--- config.mk ---
export PLATFORM = sky130hd
export DESIGN_NAME = interrupt_ack_sequencer
export DESIGN_NICKNAME = d
export VERILOG_FILES = /design/src/rtl/pic_pkg.sv /design/src/rtl/inta_edge_detector.sv /design/src/rtl/interrupt_ack_sequencer.sv
export SDC_FILE = /design/constraint.sdc
export NUM_CORES = 1
export LEC_CHECK = 0
export CORE_MARGIN = 10
export CORE_UTILIZATION = 40
export DETAILED_ROUTE_END_ITERATION = 10
export GPL_TIMING_DRIVEN = 0
export PLACE_DENSITY = 0.84
export SLEW_MARGIN = 15
export SYNTH_ARGS = -nofsm -noshare
export SYNTH_HDL_FRONTEND = slang
export SYNTH_SLANG_ARGS = --single-unit
--- constraint.sdc ---
create_clock -name clock -period 2.6 [get_ports clock]
set_clock_uncertainty 0.15 [all_clocks]
set_input_delay 0.65 -clock clock [delete_from_list [all_inputs] [get_ports clock]]
set_output_delay 0.65 -clock clock [all_outputs]
set_load 0.05 [all_outputs]
--- src/rtl/pic_pkg.sv ---
// Shared 8259 definitions: acknowledge-sequence states, fixed opcode bytes
// and the one-hot to index helper.
package pic_pkg;

  typedef enum logic [1:0] {
    IDLE = 2'b00,
    ACK1 = 2'b01,
    ACK2 = 2'b10,
    ACK3 = 2'b11
  } control_state_t;

  localparam logic [7:0] CALL_OPCODE = 8'hCD;
  localparam logic [7:0] SPURIOUS_IR = 8'h80;

  function automatic logic [2:0] bit2num(input logic [7:0] onehot);
    logic [2:0] num;
    num = '0;
    for (int i = 0; i < 8; i++) begin
      if (onehot[i]) num = num | 3'(i);
    end
    return num;
  endfunction

endpackage

--- src/rtl/inta_edge_detector.sv ---
// Registers the previous INTA sample and flags falling/rising edges of the
// already-synchronised pin.
module inta_edge_detector (
  input  logic clock,
  input  logic reset_n,
  input  logic abort_i,
  input  logic inta_n_i,
  output logic fall_o,
  output logic rise_o
);

  logic inta_q;
  logic armed_q;

  // A pin already low when reset or abort lifts must not look like a new
  // acknowledge; falls are only honoured after the pin has been seen high.
  always_ff @(posedge clock) begin
    if (!reset_n || abort_i) begin
      inta_q  <= 1'b1;
      armed_q <= inta_n_i;
    end else begin
      inta_q <= inta_n_i;
      if (inta_n_i) armed_q <= 1'b1;
    end
  end

  assign fall_o = armed_q & inta_q & ~inta_n_i;
  assign rise_o = ~inta_q & inta_n_i;

endmodule

--- src/rtl/interrupt_ack_sequencer.sv ---
// INTA-cycle controller: steps through the 8080/8086 acknowledge sequence,
// pulses ISR set/clear and drives the vector or CALL bytes.
module interrupt_ack_sequencer
  import pic_pkg::*;
#(
  parameter int VECTOR_BITS = 8
) (
  input  logic                   clock,
  input  logic                   reset_n,
  input  logic                   interrupt_acknowledge_n,
  input  logic                   write_initial_command_word_1,
  input  logic                   interrupt_pending,
  input  logic [VECTOR_BITS-1:0] highest_priority_onehot,
  input  logic                   u8086_mode_config,
  input  logic                   auto_eoi_config,
  input  logic [4:0]             vector_base_config,
  input  logic [VECTOR_BITS-1:0] call_address_low_config,
  input  logic [VECTOR_BITS-1:0] call_address_high_config,
  input  logic                   cascade_slave,
  input  logic                   cascade_output_ack_2,
  output logic                   interrupt_to_cpu,
  output logic [1:0]             control_state,
  output logic [VECTOR_BITS-1:0] acknowledge_interrupt,
  output logic [VECTOR_BITS-1:0] in_service_set,
  output logic [VECTOR_BITS-1:0] in_service_clear,
  output logic                   end_of_acknowledge,
  output logic                   out_control_logic_data,
  output logic [VECTOR_BITS-1:0] control_logic_data
);

  logic fall;
  logic rise;

  control_state_t         state_q;
  logic [VECTOR_BITS-1:0] ack_q;
  logic [VECTOR_BITS-1:0] set_q;
  logic [VECTOR_BITS-1:0] clr_q;
  logic [VECTOR_BITS-1:0] data_q;
  logic                   int_q;
  logic                   eoa_q;
  logic                   oe_q;
  logic                   spurious_q;

  logic [VECTOR_BITS-1:0] ack_d;
  logic [VECTOR_BITS-1:0] ack2_byte_d;
  logic                   call_drive_d;
  logic                   seq_end_d;

  inta_edge_detector u_edge (
    .clock    (clock),
    .reset_n  (reset_n),
    .abort_i  (write_initial_command_word_1),
    .inta_n_i (interrupt_acknowledge_n),
    .fall_o   (fall),
    .rise_o   (rise)
  );

  assign ack_d        = (highest_priority_onehot == '0) ? SPURIOUS_IR : highest_priority_onehot;
  assign ack2_byte_d  = u8086_mode_config ? {vector_base_config, bit2num(ack_q)}
                                          : call_address_low_config;
  assign call_drive_d = ~u8086_mode_config & ~cascade_slave;
  assign seq_end_d    = rise & (((state_q == ACK2) & u8086_mode_config) | (state_q == ACK3));

  always_ff @(posedge clock) begin
    if (!reset_n || write_initial_command_word_1) begin
      state_q    <= IDLE;
      ack_q      <= '0;
      set_q      <= '0;
      clr_q      <= '0;
      data_q     <= '0;
      int_q      <= 1'b0;
      eoa_q      <= 1'b0;
      oe_q       <= 1'b0;
      spurious_q <= 1'b0;
    end else begin
      set_q <= '0;
      clr_q <= '0;
      eoa_q <= 1'b0;
      int_q <= 1'b0;
      if (seq_end_d) begin
        state_q    <= IDLE;
        eoa_q      <= 1'b1;
        clr_q      <= (auto_eoi_config && !spurious_q) ? ack_q : '0;
        ack_q      <= '0;
        spurious_q <= 1'b0;
        oe_q       <= 1'b0;
        data_q     <= '0;
      end else begin
        unique case (state_q)
          IDLE: begin
            int_q <= interrupt_pending;
            if (fall) begin
              state_q    <= ACK1;
              ack_q      <= ack_d;
              spurious_q <= (highest_priority_onehot == '0);
              set_q      <= highest_priority_onehot;
              int_q      <= 1'b0;
              oe_q       <= call_drive_d;
              data_q     <= call_drive_d ? CALL_OPCODE : '0;
            end
          end
          ACK1: begin
            if (fall) begin
              state_q <= ACK2;
              oe_q    <= cascade_output_ack_2;
              data_q  <= cascade_output_ack_2 ? ack2_byte_d : '0;
            end else if (rise) begin
              oe_q   <= 1'b0;
              data_q <= '0;
            end
          end
          ACK2: begin
            // Only the 8080 path gets here on a rise; 8086 ends via seq_end_d.
            if (rise) begin
              oe_q   <= 1'b0;
              data_q <= '0;
            end else if (fall && !u8086_mode_config) begin
              state_q <= ACK3;
              oe_q    <= cascade_output_ack_2;
              data_q  <= cascade_output_ack_2 ? call_address_high_config : '0;
            end
          end
          ACK3: begin
          end
        endcase
      end
    end
  end

  assign interrupt_to_cpu       = int_q;
  assign control_state          = state_q;
  assign acknowledge_interrupt  = ack_q;
  assign in_service_set         = set_q;
  assign in_service_clear       = clr_q;
  assign end_of_acknowledge     = eoa_q;
  assign out_control_logic_data = oe_q;
  assign control_logic_data     = data_q;

endmodule

==> flow_summary.toml <==
[floorplanning]
rows = 24
die_h_um = 86.9
start_util = 0.411
coreArea_mm2 = 0.00435
dieArea_mm2 = 0.00754
dieWidth_um = 86.9
pin_count = 75

[critical_path]
crit_buf_inv = 1
worstPathArrival_ns = 1.56
path_class = "reg2out"
crit_fanout = 6
crit_required_ns = 1.80
cp-end-kind = "output pin"
startpoint_type = "flop"
cp_top_family = "buffers and inverters"
crit_chain = "clkdlybuf4s50_1"
cp_slowest_cell = "clkdlybuf4s50_1"
slowest_delay_ns = 0.84

[route]
dr.first_iter.drc_count = 64
vias_per_cell = 5.12
drc = 0
drt-pass1-iter-count = 4
via_count = 1572
ant_nets = 0
wirelength_mm = 4.78
routedWlPerCell_um = 15.6

[logic_synthesis]
synth_seq_area_share = 0.453
synth_top_area_cell = "dfxtp_1"
ys_seq_elements = 40
netlist_area_mm2 = 0.00179
syn_avg_cell_area_um2 = 10.3
synth_top_area_share = 0.437
synth_fp_nets = 216
yosys_warnings = 0
ys_top_cells_by_area = "dfxtp_1 44%, a21oi_1 4.2%, nand2_1 3.8%, o221a_1 3.8%, and2_1 3.5%"
syn_inst = 173
ys_types = 42

[timing]
final_max_slew_viol_count = 0
worst_slack_ns = 0.240
final.setup.tns_ns = 0
fmax_mhz = 424
fin_crit_sh = 0.908
tightest_slew_ns = 0.815
finalCriticalPeriod_ns = 2.36
slew_headroom = 0.448
whs_ns = 0.329
grt_setup_unrepaired = "false"
hold_viol = 0
setup_violations = 0

[clocking]
clkLatencyLatePin_ns = 0.29
cts_htree_levels = 2
cts_root_buf = "clkbuf_8"
tritoncts = "built"
clock_sinks = 40
clkTransAtPathRegs_ns = 0.08
cts_setup_buffers = 0
cts.hold.buffers_added = 0
clk_path_buf_depth = 2
cts_resized = 0
cts_made_buffers = 5

[layout]
drive_gt1_frac = 0.145
nFillCells = 370
diodes = 0
post-route-cell-area_mm2 = 0.00269
fin_util = 0.617
final_nets = 297
area_growth_pct = 50.3

[placed_design]
place.gp.congestion = 0.770
post_dp_cell_area_mm2 = 0.00259
hpwl_mm = 3.84
pre_cts_slack_ns = 0.0705
port_buffers = 74

[global_route]
grt_pass1_wl_mm = 7.57
grt_pass1_vias = 1562
grt_max_degree = 13
use_met1 = 0.135
antenna_found_initial = 0
grt_overflow = 0
grt_use_total = 0.124
grt.busiest_layer = "met2"
grt_use_met3 = 0.0506
met2_usage = 0.216

[power]
pwr_density_cell_mw_per_mm2 = 503
ir_drop_mv = 0.262
leakage_nw = 1.01

[hold_path]
min_path_type = "reg2reg"

[status]
status = "finished, final reports clean"

[flow_run]
maxCapViolCount = 0
[per-stage QoR]
stage / total power, mW / cells
detailed placement: 0.937 / 299
global placement: 0.932 / 299
CTS: 1.36 / 307
floorplan: 0.821 / 173
finish: 1.35 / 307
global route: 1.40 / 307
[synthesized netlist by cell type]
cell type and n:
nand3_1 2, o32ai_2 1, and3_4 1, a22o_1 2, nand2b_2 2, or4_1 2, a211oi_2 3, o221ai_2 1
nand2b_1 2, a21oi_2 1, a21oi_1 15, a22oi_1 4, mux2_2 2, o221a_1 6, o21bai_4 1, and2_4 1
and3_1 9, and4bb_1 1, and2_1 10, and2_2 1, nor2b_1 1, inv_1 3, mux2i_1 4, or2_2 3
o311ai_1 1, nor2_1 10, and2b_4 1, buf_2 3, and4bb_2 2, nand3b_4 1, buf_6 3, dfxtp_1 39
and3b_1 1, ha_1 5, o2bb2ai_1 3, nor4_1 3, nand2_1 18, buf_4 1, edfxtp_1 1, nor3_1 1
nor4_4 1, nor3_2 1
[kinds of logic (layout without fill, tap and decap cells)]
logic type,after synthesis,count (layout),share of synthesized area
AO/OA/AOI/OAI,38,38,0.180
adder cells (fa/ha/maj),5,5,0.0350
buffers and inverters,10,92,0.0378
flip-flops,40,40,0.453
multiplexers,6,6,0.0350
AND/OR/NAND/NOR,74,74,0.259
[registers in the layout, summed over array words and instances, names as in the netlist]
signal	count
u_edge.armed_q	1
interrupt_to_cpu	1
control_logic_data	8
acknowledge_interrupt	8
control_state	2
spurious_q	1
in_service_clear	8
u_edge.inta_q	1
end_of_acknowledge	1
out_control_logic_data	1
in_service_set	8
[power breakdown]
group,switching (mW),internal (mW)
registers,0.0142,0.633
clock network,0.215,0.216
logic,0.144,0.130
total,0.373,0.979
[final cells by class]
cell class | count | area (µm²) | share of cell area
tap | 52 | 65.1 | 0.0242
multi-input combinational | 123 | 910 | 0.338
inverter | 3 | 11.3 | 0.00419
sequential | 40 | 811 | 0.302
timing repair buffer | 74 | 741 | 0.276
clock buffer | 7 | 86.3 | 0.0321
buffer | 7 | 56.3 | 0.0209
clock inverter | 1 | 7.51 | 0.00279
[path summary, 6_finish.rpt]
path	startpoint	end	slack (ns)	cells past startpoint
worst max-delay path	control_state[0]	control_state[0]	0.24	1
worst min-delay path	acknowledge_interrupt[0]	acknowledge_interrupt[0]	0.33	2
worst max register to register	control_state[0]	control_logic_data[6]	0.47	6
worst min register to register	acknowledge_interrupt[0]	acknowledge_interrupt[0]	0.33	2
[cell usage in the layout (no fill, tap or decap), drive strengths merged, types with 4 or more instances in the layout]
cell type      Yosys  final
and3              10     10
nor2              10     10
nor4               4      4
and2              12     12
clkbuf             0      7
nand2b             4      4
o221a              6      6
nand2             18     18
a21oi             16     16
mux2i              4      4
buf                7      7
ha                 5      5
clkdlybuf4s50      0     74
dfxtp             39     39
a22oi              4      4
[per-layer routing]
| metal | share of wire | routed length [µm] |
|---|---|---|
| met1 | 0.38 | 1830 |
| met2 | 0.52 | 2480 |
| met3 | 0.087 | 414 |
| met4 | 0.011 | 54 |
| met5 | 0 | 0 |
(Power assumes the default switching activity.)
